===== src/rtl/mem_wb_reg_pkg.sv =====
// Shared definitions for the MEM/WB stage: load-type and write-back-select
// encodings, the default reset PC, and sub-word extension helpers.
package mem_wb_reg_pkg;

  localparam logic [2:0] LD_LW  = 3'b000;
  localparam logic [2:0] LD_LB  = 3'b001;
  localparam logic [2:0] LD_LBU = 3'b010;
  localparam logic [2:0] LD_LH  = 3'b011;
  localparam logic [2:0] LD_LHU = 3'b100;

  localparam logic [1:0] WB_ALU  = 2'b00;
  localparam logic [1:0] WB_MEM  = 2'b01;
  localparam logic [1:0] WB_LINK = 2'b10;

  localparam logic [31:0] RESET_PC_DEF = 32'h0000_3000;

  // Extend a byte to a word; sgn selects sign (1) or zero (0) extension.
  function automatic logic [31:0] ext8(input logic [7:0] b, input logic sgn);
    return {{24{sgn & b[7]}}, b};
  endfunction

  // Extend a halfword to a word; sgn selects sign (1) or zero (0) extension.
  function automatic logic [31:0] ext16(input logic [15:0] h, input logic sgn);
    return {{16{sgn & h[15]}}, h};
  endfunction

endpackage


===== src/rtl/mem_wb_reg_load_ext.sv =====
// Load formatter: picks the addressed byte/halfword out of a little-endian
// memory word and sign- or zero-extends it. Purely combinational.
module load_ext
  import mem_wb_reg_pkg::*;
(
  input  logic [31:0] word,
  input  logic [1:0]  off,
  input  logic [2:0]  load_type,
  output logic [31:0] value
);

  logic [7:0]  byte_s;
  logic [15:0] half_s;

  // Byte-lane and halfword-lane selection from the low address bits.
  always_comb begin
    byte_s = 8'h00;
    case (off)
      2'd0:    byte_s = word[7:0];
      2'd1:    byte_s = word[15:8];
      2'd2:    byte_s = word[23:16];
      2'd3:    byte_s = word[31:24];
      default: byte_s = 8'h00;
    endcase
    // off[0] is not looked at for halfwords: alignment is enforced upstream.
    if (off[1]) begin
      half_s = word[31:16];
    end else begin
      half_s = word[15:0];
    end
  end

  // Extension according to load type; unknown encodings behave as LW.
  always_comb begin
    value = word;
    case (load_type)
      LD_LB:   value = ext8(byte_s, 1'b1);
      LD_LBU:  value = ext8(byte_s, 1'b0);
      LD_LH:   value = ext16(half_s, 1'b1);
      LD_LHU:  value = ext16(half_s, 1'b0);
      default: value = word;
    endcase
  end

endmodule


===== src/rtl/mem_wb_reg.sv =====
// MEM/WB pipeline register and write-back formatter.
// Optional feature: define RETIRE_CNT_EN to build the 32-bit retired
// instruction counter; otherwise retire_cnt is tied to zero.
module mem_wb_reg
  import mem_wb_reg_pkg::*;
#(
  parameter logic [31:0] RESET_PC = RESET_PC_DEF
) (
  input  logic        clk,
  input  logic        reset,
  input  logic        valid_M,
  input  logic [31:0] PC_M,
  input  logic        RegWrite_M,
  input  logic [4:0]  WAddr_M,
  input  logic [31:0] ALUOut_M,
  input  logic [31:0] MemData_M,
  input  logic [2:0]  LoadType_M,
  input  logic [1:0]  WBSel_M,
  input  logic        stall_W,
  input  logic        flush_W,
  output logic        valid_W,
  output logic [31:0] PC_W,
  output logic [4:0]  WAddr_W,
  output logic [31:0] WriteData_W,
  output logic        RegWrite_W,
  output logic [31:0] retire_cnt
);

  logic        valid_r;
  logic [31:0] pc_r;
  logic        regwrite_r;
  logic [4:0]  waddr_r;
  logic [31:0] aluout_r;
  logic [31:0] memdata_r;
  logic [2:0]  loadtype_r;
  logic [1:0]  wbsel_r;
  logic [31:0] load_val_s;
  logic [31:0] wdata_s;

  // W-stage register: flush beats stall, stall holds, otherwise capture M.
  always_ff @(posedge clk or negedge reset) begin
    if (!reset) begin
      valid_r    <= 1'b0;
      pc_r       <= RESET_PC;
      regwrite_r <= 1'b0;
      waddr_r    <= 5'd0;
      aluout_r   <= 32'd0;
      memdata_r  <= 32'd0;
      loadtype_r <= 3'd0;
      wbsel_r    <= 2'd0;
    end else if (flush_W) begin
      valid_r    <= 1'b0;
      pc_r       <= RESET_PC;
      regwrite_r <= 1'b0;
      waddr_r    <= 5'd0;
      aluout_r   <= 32'd0;
      memdata_r  <= 32'd0;
      loadtype_r <= 3'd0;
      wbsel_r    <= 2'd0;
    end else if (!stall_W) begin
      valid_r    <= valid_M;
      pc_r       <= PC_M;
      regwrite_r <= RegWrite_M;
      waddr_r    <= WAddr_M;
      aluout_r   <= ALUOut_M;
      memdata_r  <= MemData_M;
      loadtype_r <= LoadType_M;
      wbsel_r    <= WBSel_M;
    end else begin
      valid_r    <= valid_r;
      pc_r       <= pc_r;
      regwrite_r <= regwrite_r;
      waddr_r    <= waddr_r;
      aluout_r   <= aluout_r;
      memdata_r  <= memdata_r;
      loadtype_r <= loadtype_r;
      wbsel_r    <= wbsel_r;
    end
  end

  load_ext u_load_ext (
    .word      (memdata_r),
    .off       (aluout_r[1:0]),
    .load_type (loadtype_r),
    .value     (load_val_s)
  );

  // Write-back select; an empty slot always presents zero data.
  always_comb begin
    wdata_s = 32'd0;
    if (valid_r) begin
      case (wbsel_r)
        WB_MEM:  wdata_s = load_val_s;
        WB_LINK: wdata_s = pc_r + 32'd8;
        default: wdata_s = aluout_r;
      endcase
    end else begin
      wdata_s = 32'd0;
    end
  end

  assign valid_W     = valid_r;
  assign PC_W        = pc_r;
  assign WAddr_W     = waddr_r;
  assign WriteData_W = wdata_s;
  // $0 is hard-wired and empty slots must never write.
  assign RegWrite_W  = regwrite_r & valid_r & (waddr_r != 5'd0);

`ifdef RETIRE_CNT_EN
  logic [31:0] retire_cnt_r;

  // Count each valid W slot that leaves the stage (advance or flush).
  always_ff @(posedge clk or negedge reset) begin
    if (!reset) begin
      retire_cnt_r <= 32'd0;
    end else if ((flush_W || !stall_W) && valid_r) begin
      retire_cnt_r <= retire_cnt_r + 32'd1;
    end else begin
      retire_cnt_r <= retire_cnt_r;
    end
  end

  assign retire_cnt = retire_cnt_r;
`else
  assign retire_cnt = 32'd0;
`endif

endmodule


===== config.mk =====
export PLATFORM = sky130hd
export DESIGN_NAME = mem_wb_reg
export DESIGN_NICKNAME = d
export VERILOG_FILES = /design/src/rtl/mem_wb_reg_pkg.sv /design/src/rtl/mem_wb_reg_load_ext.sv /design/src/rtl/mem_wb_reg.sv
export SDC_FILE = /design/constraint.sdc
export NUM_CORES = 1
export LEC_CHECK = 0
export CAP_MARGIN = 40
export CORE_MARGIN = 2
export CORE_UTILIZATION = 51
export DETAILED_ROUTE_END_ITERATION = 10
export HOLD_SLACK_MARGIN = 0.1
export PLACE_DENSITY = 0.87
export SYNTH_ARGS = -nofsm -noshare
export SYNTH_HDL_FRONTEND = slang
export SYNTH_SLANG_ARGS = --single-unit

===== constraint.sdc =====
create_clock -name clk -period 7.4 [get_ports clk]
set_input_delay 1.48 -clock clk [delete_from_list [all_inputs] [get_ports clk]]
set_output_delay 1.48 -clock clk [all_outputs]
set_load 0.1 [all_outputs]

Word-level counts from Yosys, hierarchy flattened
Cells that the tools add are included.

cells by class
  add/sub/neg operators = 1
  equal/unequal tests = 10
  multiplexer cells = 21
  bitwise gates (word level) = 2
  reduce and logical (&&, ||, !) cells = 2

operators by type and width
  cell                                                    count
  two-way mux 32 bit                                      7
  case mux 32 bit (4 select lines)                        1
  case mux 32 bit (2 select lines)                        1
  adder 32 x 4 -> 32 bit (second input constant)          1
  case mux 8 bit (4 select lines)                         1
  two-way mux 16 bit                                      1
  two-way mux 5 bit                                       2
  equality test 2 bit (second input constant)             3
  equality test 3 x 2 -> 1 bit (second input constant)    2
  two-way mux 3 bit                                       2
  nonzero test 5 bit                                      1
  equality test 2 x 1 -> 1 bit (second input constant)    2
  two-way mux 1 bit                                       4
  two-way mux 2 bit                                       2
  equality test 3 x 1 -> 1 bit (second input constant)    1
  equality test 3 bit (second input constant)             1
  AND 1 bit                                               2
  logical NOT 2 bit                                       1
  inequality test 2 x 1 -> 1 bit (second input constant)  1

storage, ports and cells
  bits in registers = 108
  output and inout bits = 103
  word-level logic and storage cells = 44

Longest topological paths before layout
  word-level depth = 5
  mapped depth = 8
  gate-level depth less buffers = 7

Cells and area by module
Synthesis repeated with hierarchy kept, for this count alone.

second synthesis, totals
  cell total of the unflattened synthesis = 703
  area, all modules = 6,852.8 um^2

modules (own cells, without submodules)
  module      times used  cells each  area each (um^2)  seq. area each (um^2)
  mem_wb_reg  1           604         5,969.5           2,705.1
  load_ext    1           99          883.3             0.0

Worst setup path before layout
OpenSTA, ideal clock, no wires.

  kind = reg-to-output
  from = reg pc_r[3] (netlist: PC_W[3])
  to = out WriteData_W[25]
  arrival = 4,494 ps
  required time = 5,920 ps
  setup slack = 1,426 ps
  cell stages (with the launch flop) = 7
  path through = dfrtp_1 > ha_1 > nand4_2 > nor4_1 > nand3_1 > xor2_1 > o21ai_0

between the ends
  cells in the longest elaborated chain, start to end = 3

ends and longest elaborated chain
  item                              RTL line          text
  from (decl)                       mem_wb_reg.sv:30  logic [31:0] pc_r;
  from (signal assigned)            mem_wb_reg.sv:71  pc_r <= pc_r;
  adder 32 x 4 -> 32 bit            mem_wb_reg.sv:94  WB_LINK: wdata_s = pc_r + 32'd8;
  case mux 32 bit (2 select lines)  mem_wb_reg.sv:92  case (wbsel_r)
  two-way mux 32 bit                mem_wb_reg.sv:91  if (valid_r) begin
  to (decl)                         mem_wb_reg.sv:24  output logic [31:0] WriteData_W,

No other way between the ends.

Final worst setup path
Same ends and word-level chain as after synthesis.

==> metrics.yaml <==
drive_gt1_share_pct: 11.7
yosysSeqAreaShare_pct: 40.8
antenna_cells: 0
hold_slack_ns: 0.532
cts_resized: 0
pin_count: 215
synth_seq_cells: 108
final_nets: 1061
portBuffers: 182
wl_um: 25300
netlist-cell-type-count: 59
drc: 0
vdd_ir_drop_max_uv: 176
ctsHoldBuffers: 0
viasPerCell: 6.21
core_region_area_mm2: 0.0127
ant_nets: 0
clockRootBuffer: "clkbuf_16"
num_rows: 41
crit_path_end_kind: "output port"
final_cell_area_mm2: 0.0100
max_cap_viol_count: 0
grt_first_pass_wirelength_um: 39400
grt_pass1_vias: 7036
gr-total-overflow: 0
placed_area_mm2: 0.00973
p_seq_share_pct: 38.8
final_max_slew_viol_count: 0
drt-initial-drc-count: 1226
r2r_cells: 2
synth_top_cells_by_area: "dfrtp_1, mux2i_1, nor2_1"
fillCellCount: 757
internal-power_uw: 1100
relSlewSlack_pct: 33.9
grtUsageTotal_pct: 36.6
fp.dieW_um: 118
fin_skew_ns: 0
tritoncts: "yes"
synth_edf_count: 0
die-area_mm2: 0.0139
routabilityCongestion: 0.972
pwr-share-comb_pct: 32.8
power.leakage_uw: 0.00437
p_sw_uw: 653
antenna_found_initial: 1
dpl.hpwl_um: 18200
clk_pin_slew_ns: 0.07
cts_buffers: 9
pwr_density_cell_mw_per_mm2: 175
syn_area_mm2: 0.00663
routedWlPerCell_um: 22.5
h-tree-depth: 3
setup_violations: 0
initial_utilization_pct: 52.3
synth_top_area_cell: "dfrtp_1"
yosysWarnings: 0
num_vias: 6973
critPathKind: "reg -> out"
critPathLaunchType: "register"
syn_avg_cell_area_um2: 9.13
tightest_slew_ns: 0.983
mostFrequentLayoutCell: "clkdlybuf4s50_1"
first_pass_iters: 6
finalCritPeriodShare_pct: 72.5
worstPathRequired_ns: 5.92
post_cts_buffers: 0
grt_setup_unrepaired: "no"
synth_ff_type: "dfrtp_1"
finalHoldViolations: 0
setup_tns_ns: 0
fmax_mhz: 186
worst-endpoint-arrival_ns: 3.89
numClockSinks: 108
hp-class: "reg -> reg"
async_flop_share_pct: 100
status: "finished, final reports clean"
syn_inst: 726
syn_to_final_growth_pct: 51.1
die_y_um: 118
grt_max_degree: 65
min_path_cells: 2
clockPowerShare_pct: 28.5
max-clock-path-buffers: 2
swShare_pct: 37.2
synth_top_cell_area_share_pct: 40.0
clock_latency_ns: 0.36
period_minus_slack_ns: 5.37
final_cell_mix: "clkdlybuf4s50_1, nor2_1, mux2i_1"
crit_path_max_fanout: 10
==> per-stage QoR <==
| step | utilization (%) | instances | power (uW) | worst slack (ns) |
|---|---|---|---|---|
| after CTS | 79.1 | 1122 | 1740 | 2.23 |
| after global routing | 79.1 | 1122 | 1790 | 1.96 |
| final | 79.1 | 1122 | 1750 | 2.03 |
| after detailed placement | 76.8 | 1107 | 1250 | 2.74 |
| after global placement | 66.1 | 1031 | 1160 | 2.29 |
| after floorplan | - | 757 | 1020 | 1.43 |
==> cells in the mapped netlist, types with 2 or more instances <==
cell,count
a211o_1,2
a21oi_1,19
a221oi_1,3
a31oi_1,20
a32oi_1,5
a41oi_1,3
and2_1,5
and3_1,2
buf_1,4
buf_2,3
buf_4,33
clkbuf_1,45
clkbuf_2,2
dfrtp_1,106
dfstp_2,2
ha_1,3
inv_1,12
mux2i_1,117
nand2_1,34
nand3_1,18
nand4_1,6
nor2_1,128
nor2b_1,7
nor3_1,8
nor3b_1,3
nor4_1,10
o211ai_1,13
o21a_1,2
o21ai_0,46
o221a_2,4
o221ai_1,10
o2bb2ai_1,4
o31a_1,4
or3_1,3
or4_1,2
xnor2_1,8
xor2_1,8
==> worst max-delay path, cell delays in order, from the launching register on <==
cell and delay [ns]:
dfrtp_1 0.52, ha_1 0.28, nand4_2 0.30, nor4_1 0.84, nand3_1 0.22, xor2_1 0.20, o21ai_0 0.30, clkdlybuf4s50_1 0.66
buf_16 0.20
==> registers in the layout, summed over array words and instances, names as in the netlist <==
signal	flops
PC_W	32
wbsel_r	2
regwrite_r	1
memdata_r	32
valid_W	1
aluout_r	32
WAddr_W	5
loadtype_r	3
==> layer usage <==
metal | wire [um] | vias to the layer above | track usage (%)
li1 | - | 2985 | -
met1 | 8940 | 3249 | 44.1
met2 | 11900 | 608 | 59.7
met3 | 3080 | 129 | 10.0
met4 | 1350 | 2 | 19.4
met5 | 13 | - | 0
==> kinds of logic (layout without fill, tap and decap cells) <==
family	count (synthesis)	in the layout	synth area share, %
mux	119	119	18.2
xor+xnor	16	16	2.11
fa+ha+maj	3	3	0.566
flops	108	108	40.8
other cells	1	32	0.0565
buf+inv	99	292	7.57
simple gates	235	235	16.2
compound gates	145	145	14.6
==> power groups by stage <==
stage          registers [uW]  logic (uW)  clock network (uW)
3_3_place_gp              685         476                   0
2_1_floorplan             747         275                   0
4_1_cts                   677         570                 495
5_1_grt                   683         597                 515
3_5_place_dp              687         566                   0
6_report                  681         575                 499
==> layout make-up <==
type	instances	area [um2]	share of cell area, %
multi-input combinational	550	3540	35.3
timing repair buffer	265	3220	32.1
sequential	108	2710	27.0
clock buffer	11	243	2.42
tap	172	215	2.15
clock inverter	4	50.0	0.500
inverter	12	45.0	0.450
==> final timing paths <==
path / startpoint / to / slack (ns)
worst max register to register: valid_W / valid_W / 6.24
worst min register to register: aluout_r[9] / aluout_r[9] / 0.53
min in group asynchronous: reset / PC_W[14] / 1.11
worst max-delay path: PC_W[3] / WriteData_W[25] / 2.03
worst min-delay path: aluout_r[9] / aluout_r[9] / 0.53
max in group asynchronous: reset / memdata_r[12] / 5.01
Power figures use the tool's default switching activity.
